`config.mk`:
```
export PLATFORM = sky130hd
export DESIGN_NAME = mul_div_seq_flat
export DESIGN_NICKNAME = d
export VERILOG_FILES = /design/src/rtl/mul_div_seq_pkg.sv /design/src/rtl/mul_div_seq_if.sv /design/src/rtl/mul_div_seq_cond_neg.sv /design/src/rtl/mul_div_seq.sv /design/src/flat_wrapper.sv
export SDC_FILE = /design/constraint.sdc
export NUM_CORES = 1
export LEC_CHECK = 0
export ABC_AREA = 1
export CORE_MARGIN = 4
export CORE_UTILIZATION = 60
export CTS_BUF_LIST = sky130_fd_sc_hd__clkbuf_4 sky130_fd_sc_hd__clkbuf_8 sky130_fd_sc_hd__clkbuf_16
export DETAILED_ROUTE_END_ITERATION = 6
export GPL_TIMING_DRIVEN = 0
export MAX_ROUTING_LAYER = met4
export PLACE_DENSITY = 0.88
export SLEW_MARGIN = 40
export SYNTH_ARGS = -nofsm -noshare
export SYNTH_HDL_FRONTEND = slang
export SYNTH_SLANG_ARGS = --single-unit
```
`constraint.sdc`:
```
create_clock -name clk -period 4.8 [get_ports clk]
set_clock_uncertainty 0.1 [all_clocks]
set_input_delay 0.96 -clock clk [delete_from_list [all_inputs] [get_ports clk]]
set_output_delay 0.96 -clock clk [all_outputs]
set_load 0.05 [all_outputs]
```
`src/rtl/mul_div_seq_pkg.sv`:
```
// Shared types for the sequential multiply/divide unit: operation codes,
// FSM states and small mode-decoding helpers.
package mul_div_seq_pkg;

  typedef enum logic [1:0] {
    MODE_MULU = 2'b00,
    MODE_MULS = 2'b01,
    MODE_DIVU = 2'b10,
    MODE_DIVS = 2'b11
  } mode_e;

  typedef enum logic [1:0] {
    ST_IDLE = 2'b00,
    ST_RUN  = 2'b01,
    ST_FIX  = 2'b10
  } state_e;

  function automatic logic mode_is_div(input mode_e m);
    return (m == MODE_DIVU) || (m == MODE_DIVS);
  endfunction

  function automatic logic mode_is_signed(input mode_e m);
    return (m == MODE_MULS) || (m == MODE_DIVS);
  endfunction

endpackage

```
`src/rtl/mul_div_seq_if.sv`:
```
// Request/result bundle of the multiply/divide unit; the requester drives
// START/MODE/A/B and the unit returns BUSY/DONE/DZ and the two result halves.
interface mul_div_seq_if
  import mul_div_seq_pkg::*;
#(
  parameter int LEN = 16
) ();

  logic           start;
  mode_e          mode;
  logic [LEN-1:0] a;
  logic [LEN-1:0] b;
  logic           busy;
  logic           done;
  logic           dz;
  logic [LEN-1:0] y_lo;
  logic [LEN-1:0] y_hi;

  modport master (
    output start, mode, a, b,
    input  busy, done, dz, y_lo, y_hi
  );

  modport slave (
    input  start, mode, a, b,
    output busy, done, dz, y_lo, y_hi
  );

endinterface

```
`src/rtl/mul_div_seq_cond_neg.sv`:
```
// Conditional two's-complement negation, used for operand magnitudes and
// for restoring result signs.
module cond_neg #(
  parameter int W = 16
) (
  input  logic         neg,
  input  logic [W-1:0] x,
  output logic [W-1:0] y
);

  assign y = neg ? (~x + W'(1)) : x;

endmodule

```
`src/rtl/mul_div_seq.sv`:
```
// Radix-2 sequential multiply/divide unit: LEN iterations of shift-add or
// restoring shift-subtract on magnitudes, then one cycle of sign fix-up.
module mul_div_seq
  import mul_div_seq_pkg::*;
#(
  parameter int LEN = 16
) (
  input logic          clk,
  input logic          rst,
  mul_div_seq_if.slave bus
);

  localparam int CNT_W = $clog2(LEN + 1);

  state_e           state;
  mode_e            op_mode;
  logic             sign_a;
  logic             sign_b;
  logic [CNT_W-1:0] cnt;
  logic [2*LEN-1:0] acc;
  logic [LEN-1:0]   opb;
  logic [LEN-1:0]   a_raw;

  logic             req_signed;
  logic             neg_a_in;
  logic             neg_b_in;
  logic [LEN-1:0]   a_mag;
  logic [LEN-1:0]   b_mag;
  logic             op_div;
  logic [LEN:0]     add_sum;
  logic [LEN:0]     shifted;
  logic [LEN:0]     diff;
  logic [2*LEN-1:0] acc_next;
  logic             prod_neg;
  logic             quo_neg;
  logic             rem_neg;
  logic [2*LEN-1:0] prod_fix;
  logic [LEN-1:0]   quo_fix;
  logic [LEN-1:0]   rem_fix;

  assign req_signed = mode_is_signed(bus.mode);
  assign neg_a_in   = req_signed & bus.a[LEN-1];
  assign neg_b_in   = req_signed & bus.b[LEN-1];
  assign op_div     = mode_is_div(op_mode);
  assign prod_neg   = (op_mode == MODE_MULS) & (sign_a ^ sign_b);
  assign quo_neg    = (op_mode == MODE_DIVS) & (sign_a ^ sign_b);
  assign rem_neg    = (op_mode == MODE_DIVS) & sign_a;

  cond_neg #(.W(LEN)) u_abs_a (.neg(neg_a_in), .x(bus.a), .y(a_mag));
  cond_neg #(.W(LEN)) u_abs_b (.neg(neg_b_in), .x(bus.b), .y(b_mag));
  cond_neg #(.W(2*LEN)) u_fix_prod (.neg(prod_neg), .x(acc), .y(prod_fix));
  cond_neg #(.W(LEN)) u_fix_quo (.neg(quo_neg), .x(acc[LEN-1:0]), .y(quo_fix));
  cond_neg #(.W(LEN)) u_fix_rem (.neg(rem_neg), .x(acc[2*LEN-1:LEN]), .y(rem_fix));

  // One radix-2 step; acc holds {partial product | remainder, multiplier | dividend-quotient}.
  always_comb begin
    add_sum  = {1'b0, acc[2*LEN-1:LEN]} + {1'b0, opb};
    shifted  = {acc[2*LEN-1:LEN], acc[LEN-1]};
    diff     = shifted - {1'b0, opb};
    acc_next = acc;
    if (op_div) begin
      if (diff[LEN] == 1'b0) begin
        acc_next = {diff[LEN-1:0], acc[LEN-2:0], 1'b1};
      end else begin
        acc_next = {shifted[LEN-1:0], acc[LEN-2:0], 1'b0};
      end
    end else begin
      if (acc[0]) begin
        acc_next = {add_sum, acc[LEN-1:1]};
      end else begin
        acc_next = {1'b0, acc[2*LEN-1:1]};
      end
    end
  end

  // Control FSM, datapath registers and registered result outputs.
  always_ff @(posedge clk or posedge rst) begin
    if (rst) begin
      state    <= ST_IDLE;
      op_mode  <= MODE_MULU;
      sign_a   <= 1'b0;
      sign_b   <= 1'b0;
      cnt      <= '0;
      acc      <= '0;
      opb      <= '0;
      a_raw    <= '0;
      bus.busy <= 1'b0;
      bus.done <= 1'b0;
      bus.dz   <= 1'b0;
      bus.y_lo <= '0;
      bus.y_hi <= '0;
    end else begin
      case (state)
        ST_IDLE: begin
          if (bus.start) begin
            state    <= ST_RUN;
            op_mode  <= bus.mode;
            sign_a   <= neg_a_in;
            sign_b   <= neg_b_in;
            cnt      <= CNT_W'(LEN);
            acc      <= {{LEN{1'b0}}, a_mag};
            opb      <= b_mag;
            a_raw    <= bus.a;
            bus.busy <= 1'b1;
            bus.done <= 1'b0;
            bus.dz   <= 1'b0;
          end
        end
        ST_RUN: begin
          acc <= acc_next;
          cnt <= cnt - CNT_W'(1);
          // The last iteration drives the counter to zero and hands over to FIX.
          if (cnt == CNT_W'(1)) begin
            state <= ST_FIX;
          end
        end
        ST_FIX: begin
          state    <= ST_IDLE;
          bus.busy <= 1'b0;
          bus.done <= 1'b1;
          if (op_div && (opb == {LEN{1'b0}})) begin
            bus.y_lo <= {LEN{1'b1}};
            bus.y_hi <= a_raw;
            bus.dz   <= 1'b1;
          end else if (op_div) begin
            bus.y_lo <= quo_fix;
            bus.y_hi <= rem_fix;
            bus.dz   <= 1'b0;
          end else begin
            bus.y_lo <= prod_fix[LEN-1:0];
            bus.y_hi <= prod_fix[2*LEN-1:LEN];
            bus.dz   <= 1'b0;
          end
        end
        default: begin
          state    <= ST_IDLE;
          bus.busy <= 1'b0;
        end
      endcase
    end
  end

endmodule

```
`src/flat_wrapper.sv`:
```
// flat-port wrapper written by rule: the top's interface ports become plain ports
module mul_div_seq_flat import mul_div_seq_pkg::*;
#(
  parameter int LEN = 16
)
  (clk, rst, bus_start, bus_mode, bus_a, bus_b, bus_busy, bus_done, bus_dz, bus_y_lo, bus_y_hi);
  mul_div_seq_if #(.LEN(LEN)) bus_i ();
  input logic clk;
  input logic rst;
  input wire logic [$bits(bus_i.start)-1:0] bus_start;
  input wire logic [$bits(bus_i.mode)-1:0] bus_mode;
  input wire logic [$bits(bus_i.a)-1:0] bus_a;
  input wire logic [$bits(bus_i.b)-1:0] bus_b;
  output wire logic [$bits(bus_i.busy)-1:0] bus_busy;
  output wire logic [$bits(bus_i.done)-1:0] bus_done;
  output wire logic [$bits(bus_i.dz)-1:0] bus_dz;
  output wire logic [$bits(bus_i.y_lo)-1:0] bus_y_lo;
  output wire logic [$bits(bus_i.y_hi)-1:0] bus_y_hi;
  assign bus_i.start = bus_start;
  assign bus_i.mode = bus_mode;
  assign bus_i.a = bus_a;
  assign bus_i.b = bus_b;
  assign bus_busy = bus_i.busy;
  assign bus_done = bus_i.done;
  assign bus_dz = bus_i.dz;
  assign bus_y_lo = bus_i.y_lo;
  assign bus_y_hi = bus_i.y_hi;
  mul_div_seq #(.LEN(LEN)) u_core (.clk(clk), .rst(rst), .bus(bus_i));
endmodule
```
---- After elaboration in Yosys (flattened, before gate mapping) ----
Index checks and enable logic that the tools add are counted.
operators by class
  mux-type cells .......................... 25
  bitwise operators ....................... 12
  reduce and logical (&&, ||, !) cells .... 12
  equality and inequality tests ........... 10
  add/sub/neg operators ................... 8
operator list
  kind                   number
  $mux 32                5
  $mux 16                8
  $add 16x1->16 const B  4
  $not 16->16            4
  $pmux 32 s2            1
  $add 32x1->32 const B  1
  $not 32->32            1
  $add 16x16->17         1
  $sub 17x16->17         1
  $logic_not 16->1       1
  $pmux 5 s2             1
  $reduce_and 2->1       5
  $eq 2x2->1 const B     4
  $eq 2x1->1 const B     3
  $pmux 1 s2             3
  $and 1x1->1            5
  $eq 5x1->1 const B     1
  $mux 5                 1
  $sub 5x1->5 const B    1
  $mux 2                 2
  $pmux 2 s2             1
  $reduce_bool 2->1      2
  $mux 1                 3
  $logic_not 2->1        1
  6 further kinds        7
storage, ports and cells
  output and inout port bits .............. 35
  register bits ........................... 110
  word-level logic and storage cells ...... 80

---- Depth between registers and ports, before layout ----
Gate-level depths: netlist of run 1.
  depth in word-level cells ............... 6
  gate-level depth with buffers ........... 17
  depth with buffers taken out ............ 17

---- Cells and area by module ----
A second synthesis of run 1 with hierarchy kept.
unflattened totals
  cell total of the unflattened synthesis .. 1,724
  area total of the unflattened synthesis .. 10,548.9 um2
modules (own cells, without submodules)
  module                         area an instance (um2)  times used  cells an instance
  mul_div_seq                    7,538.5                 1           1,121
  cond_neg (u_core.u_abs_a ...)  475.5                   4           94
  cond_neg (u_core.u_fix_prod)   1,108.6                 1           227

---- Worst setup path after synthesis of run 1 ----
OpenSTA, ideal clock, no wires.
  kind .................................... flip-flop to flip-flop
  from .................................... register u_core.acc[15]
  to ...................................... register u_core.acc[25]
  library setup time ...................... 0.117 ns
  slack ................................... 2.604 ns
  required time ........................... 4.583 ns
  period minus slack after synthesis ...... 2.196 ns
  buffers on the path ..................... 1
  data arrival time ....................... 1.980 ns
  cell stages (with the launch flop) ...... 17
  cell sequence ........................... dfrtp_1 -> inv_1 -> ha_1 -> fa_1 -> inv_1 -> nand2_1 -> nand2_1 -> nand3_1 -> nand2_2 -> nand2_2 -> nand3_1 -> nand2_4 -> buf_6 -> nand2_1 -> nand3_1 -> nand2_1 -> nand2_1
on the way
  word-level cells in the longest chain between the ends .. 4
ends and longest elaborated chain
  what                    RTL line            text
  from (decl)             mul_div_seq.sv:20   logic [2*LEN-1:0] acc;
  from (signal assigned)  mul_div_seq.sv:101  acc <= {{LEN{1'b0}}, a_mag};
  from (signal assigned)  mul_div_seq.sv:110  acc <= acc_next;
  $sub 17x16->17          mul_div_seq.sv:59   diff = shifted - {1'b0, opb};
  $mux 32                 mul_div_seq.sv:62   if (diff[LEN] == 1'b0) begin
  $mux 32                 mul_div_seq.sv:61   if (op_div) begin
  $pmux 32 s2             mul_div_seq.sv:93   case (state)
Every way passes these cells.
A chain may end at the register's enable or synchronous reset.

---- Final worst setup path of run 1 ----
  from .................................... register u_core.acc[0]
  to ...................................... register u_core.bus.y_hi[12]
on the way
  word-level cells in the longest chain between the ends .. 5
ends and longest elaborated chain
  what                  RTL line                    text
  $not 32->32           mul_div_seq_cond_neg.sv:11  assign y = neg ? (~x + W'(1)) : x;
  $add 32x1->32         mul_div_seq_cond_neg.sv:11
  $mux 32               mul_div_seq_cond_neg.sv:11
  $mux 16               mul_div_seq.sv:125          end else if (op_div) begin
  $mux 16               mul_div_seq.sv:121          if (op_div && (opb == {LEN{1'b0}})) begin
  to (signal assigned)  mul_div_seq.sv:123          bus.y_hi <= a_raw;
  to (signal assigned)  mul_div_seq.sv:127          bus.y_hi <= rem_fix;
  to (signal assigned)  mul_div_seq.sv:131          bus.y_hi <= prod_fix[2*LEN-1:LEN];
  to (decl)             mul_div_seq_if.sv:26        output busy, done, dz, y_lo, y_hi
Every way passes these cells.

==> impl_results.md, run 1 <==
* Post-synth EDFFs at 0
* Final Hold Fails at 0
* First-pass GRT wire length at 45000 um
* Clk pwr share at 9.3%
* R2R Setup Slk at around 1.8 ns
* Worst setup startpoint: u_core.acc[0]$_DFFE_PP0P_
* Cell-internal power at approximately 0.0036 W
* GR met3 Demand/Resource at under 10%
* Cells after synthesis at 1432
* Fmax at 0.334 GHz
* Gate power share at 68.2%
* Most area-consuming cells after synthesis: dfrtp_1 (31%), nand2_1 (20%), inv_1 (7.7%)
* R2r endpoint: u_core.bus.y_hi[12]$_DFFE_PP0P_
* Htree depth at 3
* Vias per cell at just under 6
* Area Growth Syn to Fin at 14.3%
* Antenna diodes at 0
* Top_reg_cell synth: dfrtp_1
* GRT met2 Usage at between 40% and 50%
* Largest area contributor in the netlist: dfrtp_1
* Wire per inst at 16.4 um
* Critical-path top delay cell: clkbuf_1
* Final Core Density at about 70%
* Filler-free cell count of the finished design at 1704
* Num Clock Sinks at 110
* CP dominant cell by count: nand3_1
* Synth top area share at a little under a third
* CP bufs+invs at 3
* Share of layout cells above drive strength 1 at 4.54%
* GRT met1 Usage at 48.6%
* Post-synthesis sequential area ratio at 30.8%
* Hpwl dp at approximately 22000 um
* Vias in the first global route at approximately 8900
* All-Layer GR Usage at approximately a third
* Routed via count at approximately 10000
* Cell count of the worst reg-to-reg path at 13
* Mapped Area at 8940 um^2
* Max-slew violations at 0
* Ports at 72
* Async S/R FF share, synth at 100%
* Worst setup SP type: flop
* Worst Setup Path Type: reg -> reg
* Leakage at ~5.3 nW
* Global route total overflow at 0
* Crit path DAT at between 3 and 4 ns
* Nets at between 1500 and 2000
* Delay-heaviest family, CP: simple AND/OR/NAND/NOR gates
* Root buf cell: clkbuf_16
* Die width at 130 um
* DRC errors left at 0
* Most frequent cells after synthesis: nand2_1 (476), inv_1 (184), nand3_1 (123)
* Clk slew on worst S/H paths at approximately 0.09 ns
* Min cycle time layout at 3.00 ns
* Initial Util at 61.3%
* Initial antenna violation count at 0
* Syn avg cell area at between 6 and 7 um^2
* Crit-path cells: buf_2 -> inv_2 -> clkbuf_1 -> ha_1 -> nand3_1 -> nor2_1 -> nand3_1 -> nand2_1 -> nand3_1 -> nand3_1 -> nand2_1 -> nor2_1 -> o21ai_0
* Min-Delay Path Class: reg -> reg
* Core Box Area at 14600 um^2
* Status: finished clean
* CTS resizes at 0
* Synthesized flop and latch total at 110
* Total CTS buffers at 9
* Setup crit end kind: flop
* # Post-CTS Setup Buffers at 0
* Worst slew pin tran at 0.688 ns
* Syn_nets at around 1500
* Worst-case clock buffer depth at 2
* Max rail drop VDD at about 0.38 mV
* Largest net degree at the start of global routing at 62
* Initial DRC count at 1217
* Crit path depth at 13
* Slew margin rel. at 54.1%
* # setup viols final at 0
* Psw at approximately 0.0047 W
* Routability congestion estimate at 1.01
* Pwr dens at 811 nW/um^2
* Worst Setup EP: u_core.bus.y_hi[12]$_DFFE_PP0P_
* Die area at 16900 um^2
* Worst-Skew Late Latency at between 0.3 and 0.4 ns
* Synth cell types at 43
* Hold_buf cts at 0
* Switch share at about 56%
* CP Max Fanout at 10
* Number of max-cap violations at 0
* Post-route ant nets at 0
* Synth warnings at 0
* Placed Cells at 1688
* Post-route clock period utilization at between 60% and 70%
* Post-Route WL at 27900 um
* Flop pwr share at between 20 and 25%
* Num rows at between 40 and 50
* Critical path required time at 4.96 ns
* Worst r2r src: u_core.acc[0]$_DFFE_PP0P_
* Die height at ~130 um
* DRT Pass-1 Iters at 7
* Busiest grt layer: met2
* RSZ-0062 raised after global routing: no
* Critical Path Max Stage Delay at around 0.47 ns
* CTS tree: yes
* PortBufs at slightly above 70
* Most frequent cell after synthesis: nand2_1
[final cells by class]
| type | instances | area [um^2] |
|---|---|---|
| clock inverter | 7 | 78.8 |
| buffer | 42 | 200 |
| sequential | 110 | 2750 |
| fill | 1251 | 4370 |
| tap | 184 | 230 |
| inverter | 194 | 736 |
| timing repair buffer | 72 | 738 |
| multi-input combinational | 1086 | 5260 |
| clock buffer | 9 | 225 |
[flip-flops by register name (all words and copies together), names as in the netlist, 2 cells and up]
| register | flops |
|---|---|
| u_core.acc | 32 |
| u_core.a_raw | 16 |
| u_core.bus.y_hi | 16 |
| u_core.bus.y_lo | 16 |
| u_core.opb | 16 |
| u_core.cnt | 5 |
| u_core.op_mode | 2 |
| u_core.state | 2 |
[metrics by stage]
step | power [W] | setup WS (ns) | hold WS (ns) | TNS, ns | area, um^2
floorplan | 0.00585 | 0.838 | 0.343 | 0 | 8940
global placement | 0.00717 | -0.612 | 0.362 | -65.94 | 9880
detailed placement | 0.00733 | 1.82 | 0.365 | 0 | 9920
CTS | 0.00813 | 1.93 | 0.385 | 0 | 10200
global route | 0.00906 | 1.69 | 0.403 | 0 | 10200
finish | 0.00829 | 1.80 | 0.383 | 0 | 10200
[worst min-delay path by stage]
stage	start	depth (start not counted)	endpoint	slack, ns
after floorplan	u_core.cnt[4]$_DFFE_PP0P_	1	u_core.cnt[4]$_DFFE_PP0P_	0.34
after global placement	u_core.bus.done$_DFFE_PP0P_	2	u_core.bus.done$_DFFE_PP0P_	0.36
after detailed placement	u_core.bus.y_hi[4]$_DFFE_PP0P_	2	u_core.bus.y_hi[4]$_DFFE_PP0P_	0.37
after CTS	u_core.bus.y_hi[4]$_DFFE_PP0P_	2	u_core.bus.y_hi[4]$_DFFE_PP0P_	0.38
after global routing	u_core.bus.y_hi[8]$_DFFE_PP0P_	2	u_core.bus.y_hi[8]$_DFFE_PP0P_	0.40
final	u_core.bus.y_hi[14]$_DFFE_PP0P_	2	u_core.bus.y_hi[14]$_DFFE_PP0P_	0.38
[kinds of logic after synthesis]
| kind of cell | count (synthesis) | share of synthesized area [%] |
|---|---|---|
| simple gates | 781 | 36.5 |
| xor+xnor | 24 | 2.35 |
| flops | 110 | 30.8 |
| buf+inv | 236 | 10.4 |
| compound gates | 241 | 14.2 |
| fa+ha+maj | 40 | 5.76 |
[power by group through the flow]
| stage | Clock [W] | Sequential (W) | Combinational, W |
|---|---|---|---|
| 6_report | 0.000768 | 0.00187 | 0.00565 |
| 5_1_grt | 0.000796 | 0.00190 | 0.00636 |
| 4_1_cts | 0.000762 | 0.00183 | 0.00553 |
| 3_5_place_dp | 0 | 0.00184 | 0.00549 |
| 3_3_place_gp | 0 | 0.00184 | 0.00533 |
| 2_1_floorplan | 0 | 0.00198 | 0.00387 |
[placed cells by master (no fill, tap or decap), types with 4 or more instances in the layout]
cell type        instances
a21oi_1                100
a31oi_1                  7
buf_1                    5
buf_2                   15
clkbuf_1                18
clkbuf_16                9
clkdlybuf4s50_1         71
dfrtp_1                110
ha_1                    38
inv_1                  183
inv_2                    9
nand2_1                476
nand2_2                 13
nand3_1                123
nand3b_1                11
nand4_1                 10
nor2_1                 122
nor3_1                  13
o211ai_1                 4
o21ai_0                105
o21ai_1                  8
o22ai_1                  5
xnor2_1                  8
xor2_1                  16
[worst reg2reg max path, delay by kind of cell (launching register included)]
kind / cells / cell delay [ns]
simple gates: 8 / 1.21
buf+inv: 3 / 0.77
flops: 1 / 0.37
fa+ha+maj: 1 / 0.30
compound gates: 1 / 0.12
[metal layers]
layer / share of wire (%) / vias up
met5: 0 / -
met4: 3.3 / 0
met3: 13 / 82
met2: 42 / 606
met1: 42 / 4369
li1: - / 4762
Note: power is estimated with default switching activity, not from simulation.
==> inputs of run 2 (changes only) <==
CORE_UTILIZATION = 54   (was 60)
PLACE_DENSITY = 0.84   (was 0.88)
clock period = 2.5 ns   (was 4.8 ns; I/O delays follow)
==> impl_results.md, run 2 (same netlist as run 1, synthesis figures left out) <==
* Worst-Skew Late Latency at 0.37 ns (about the same)
* Filler-free cell count of the finished design at 1753 (+2.9%)
* Min-Delay Path Class: in -> async
* DRT Pass-1 Iters at 5 (-2)
* Share of layout cells above drive strength 1 at 6.64% (+2.1 points)
* Slew margin rel. at 53.2% (-0.94 points)
* Met2 wire length at 12400 um (+6.0%)
* Global route total overflow at 0 (unchanged)
* Num rows at 46 (+4.5%)
* Vias per cell at 5.69 (-1.2%)
* DRC errors left at 0 (unchanged)
* Top sig layer: met4
* Min cycle time layout at 2.46 ns (-0.537 ns)
* Max rail drop VDD at 0.972 mV (+160%)
* Dpl ws at -0.350 ns (-2.17 ns)
* Worst r2r src: u_core.acc[0]$_DFFE_PP0P_
* First-pass GRT wire length at 45300 um (+0.77%)
* Setup crit end kind: flop
* M1 WL at 12100 um (+2.8%)
* Root buf cell: clkbuf_16
* Worst setup startpoint: u_core.acc[0]$_DFFE_PP0P_
* Worst Setup Path Type: reg -> reg
* Clk slew on worst S/H paths at 0.09 ns (about the same)
* Die height at 137 um (+5.1%)
* All-Layer GR Usage at 31.9% (-3.0 points)
* # setup viols final at 0 (unchanged)
* Post-route ant nets at 0 (unchanged)
* Worst-case clock buffer depth at 2 (unchanged)
* Num Clock Sinks at 110 (unchanged)
* Setup TNS at 0 ns (unchanged)
* Status: finished clean
* Post-route clock period utilization at 98.4% (+36 points)
* Pwr dens at 1560 nW/um^2 (+92%)
* Highest-count cells in the layout ignoring fill and taps: nand2_1 (474), inv_1 (180), nor2_1 (122), nand3_1 (122)
* Placed Cells at 1724 (+2.1%)
* Largest register FFs at 32 (unchanged)
* Max-slew violations at 0 (unchanged)
* Met3 wire len at 3380 um (-4.0%)
* Core Box Area at 16100 um^2 (+10%)
* Commonest non-fill, non-tap cell in the layout: nand2_1
* Worst setup SP type: flop
* Ports at 72 (unchanged)
* Hold_buf cts at 0 (unchanged)
* Final Core Density at 65.3% (-4.8 points)
* Initial DRC count at 1128 (-7.3%)
* Post-Route WL at 28600 um (+2.8%)
* Routability congestion estimate at 1.01 (+0.21%)
* Largest net degree at the start of global routing at 27 (-56%)
* Final Hold Fails at 0 (unchanged)
* Wire per inst at 16.3 um (-0.11%)
* Fillers at 1496 (+20%)
* Total CTS buffers at 9 (unchanged)
* Leakage at 5.43 nW (+1.9%)
* Vias in the first global route at 8836 (-1.2%)
* Die width at 137 um (+5.1%)
* CTS tree: yes
* CP Max Fanout at 13 (+3)
* Critical path required time at 2.64 ns (-2.32 ns)
* Initial Util at 55.7% (-5.6 points)
* Worst slew pin tran at 0.702 ns (+0.0141 ns)
* Largest Register: u_core.acc
* Initial antenna violation count at 1 (+1)
* Worst setup margin at 0.0402 ns (-1.76 ns)
* Crit path DAT at 2.60 ns (-0.55 ns)
* Fmax at 0.407 GHz (+22%)
* Routed via count at 9979 (+1.6%)
* Number of max-cap violations at 0 (unchanged)
* Htree depth at 3 (unchanged)
* Die area at 18700 um^2 (+10%)
* PortBufs at 71 (unchanged)
* Area Growth Syn to Fin at 17.3%
* Nets at 1608 (+1.0%)
* Hpwl dp at 22700 um (+3.3%)
-- run 2: what timing repair did --
item                                    in CTS  in global routing
endpoints found under the hold margin        0                  0
setup buffers                                1                 10
endpoints found under the setup margin      28                 24
gates cloned                                 0                  2
gates resized for setup                      6                 16
pin swaps                                    0                  4
-- run 2: layout make-up --
class | count | area, um^2 | area share (%)
plain buffers | 41 | 196 | 1.87
clock buffers | 9 | 225 | 2.15
inverters | 194 | 739 | 7.05
well taps | 216 | 270 | 2.58
repair buffers | 89 | 931 | 8.87
flip-flops and latches | 110 | 2760 | 26.3
multi-input cells | 1086 | 5290 | 50.4
clock inverters | 7 | 75.1 | 0.716
diodes | 1 | 2.50 | 0.0239
-- run 2: through the flow --
step	power (W)	hold WS, ns	area, um^2
6_report	0.0163	0.326	10500
5_1_grt	0.0177	0.350	10500
4_1_cts	0.0157	0.332	10400
3_5_place_dp	0.0141	0.366	10100
3_3_place_gp	0.0138	0.362	9930
2_1_floorplan	0.0112	0.343	8950
-- run 2: where the power goes --
part | leakage, nW | internal [W] | switching (W) | total (W)
registers | 1.32 | 0.00259 | 0.00103 | 0.00362
logic | 3.96 | 0.00395 | 0.00731 | 0.0113
clock network | 0.148 | 0.000709 | 0.000743 | 0.00145
-- run 2: metal layers --
layer	up-vias	GRT usage, %
met2	580	45.9
met4	0	10.1
met3	70	6.14
met5	-	-
li1	4795	-
met1	4534	45.4
-- run 2: critical path, cell delays in order (launching register included) --
cell and delay, ns:
dfrtp_1 0.36, buf_2 0.18, clkinv_2 0.21, ha_1 0.26, nand3_1 0.14, nor2_1 0.20, nand3_1 0.11, nand2_2 0.16
xor2_1 0.22, a21oi_1 0.11, o21ai_0 0.19, nand2_1 0.09
-- run 2: path summary, 6_finish.rpt --
path	cells past startpoint	end	slack, ns
hold reg to reg	2	u_core.bus.y_hi[8]$_DFFE_PP0P_	0.38
setup / recovery	11	u_core.bus.y_hi[0]$_DFFE_PP0P_	0.04
setup reg to reg	11	u_core.bus.y_hi[0]$_DFFE_PP0P_	0.04
max in group asynchronous	4	u_core.opb[0]$_DFFE_PP0P_	1.32
hold / removal	2	u_core.bus.y_lo[3]$_DFFE_PP0P_	0.33
min in group clk	2	u_core.bus.y_hi[8]$_DFFE_PP0P_	0.38
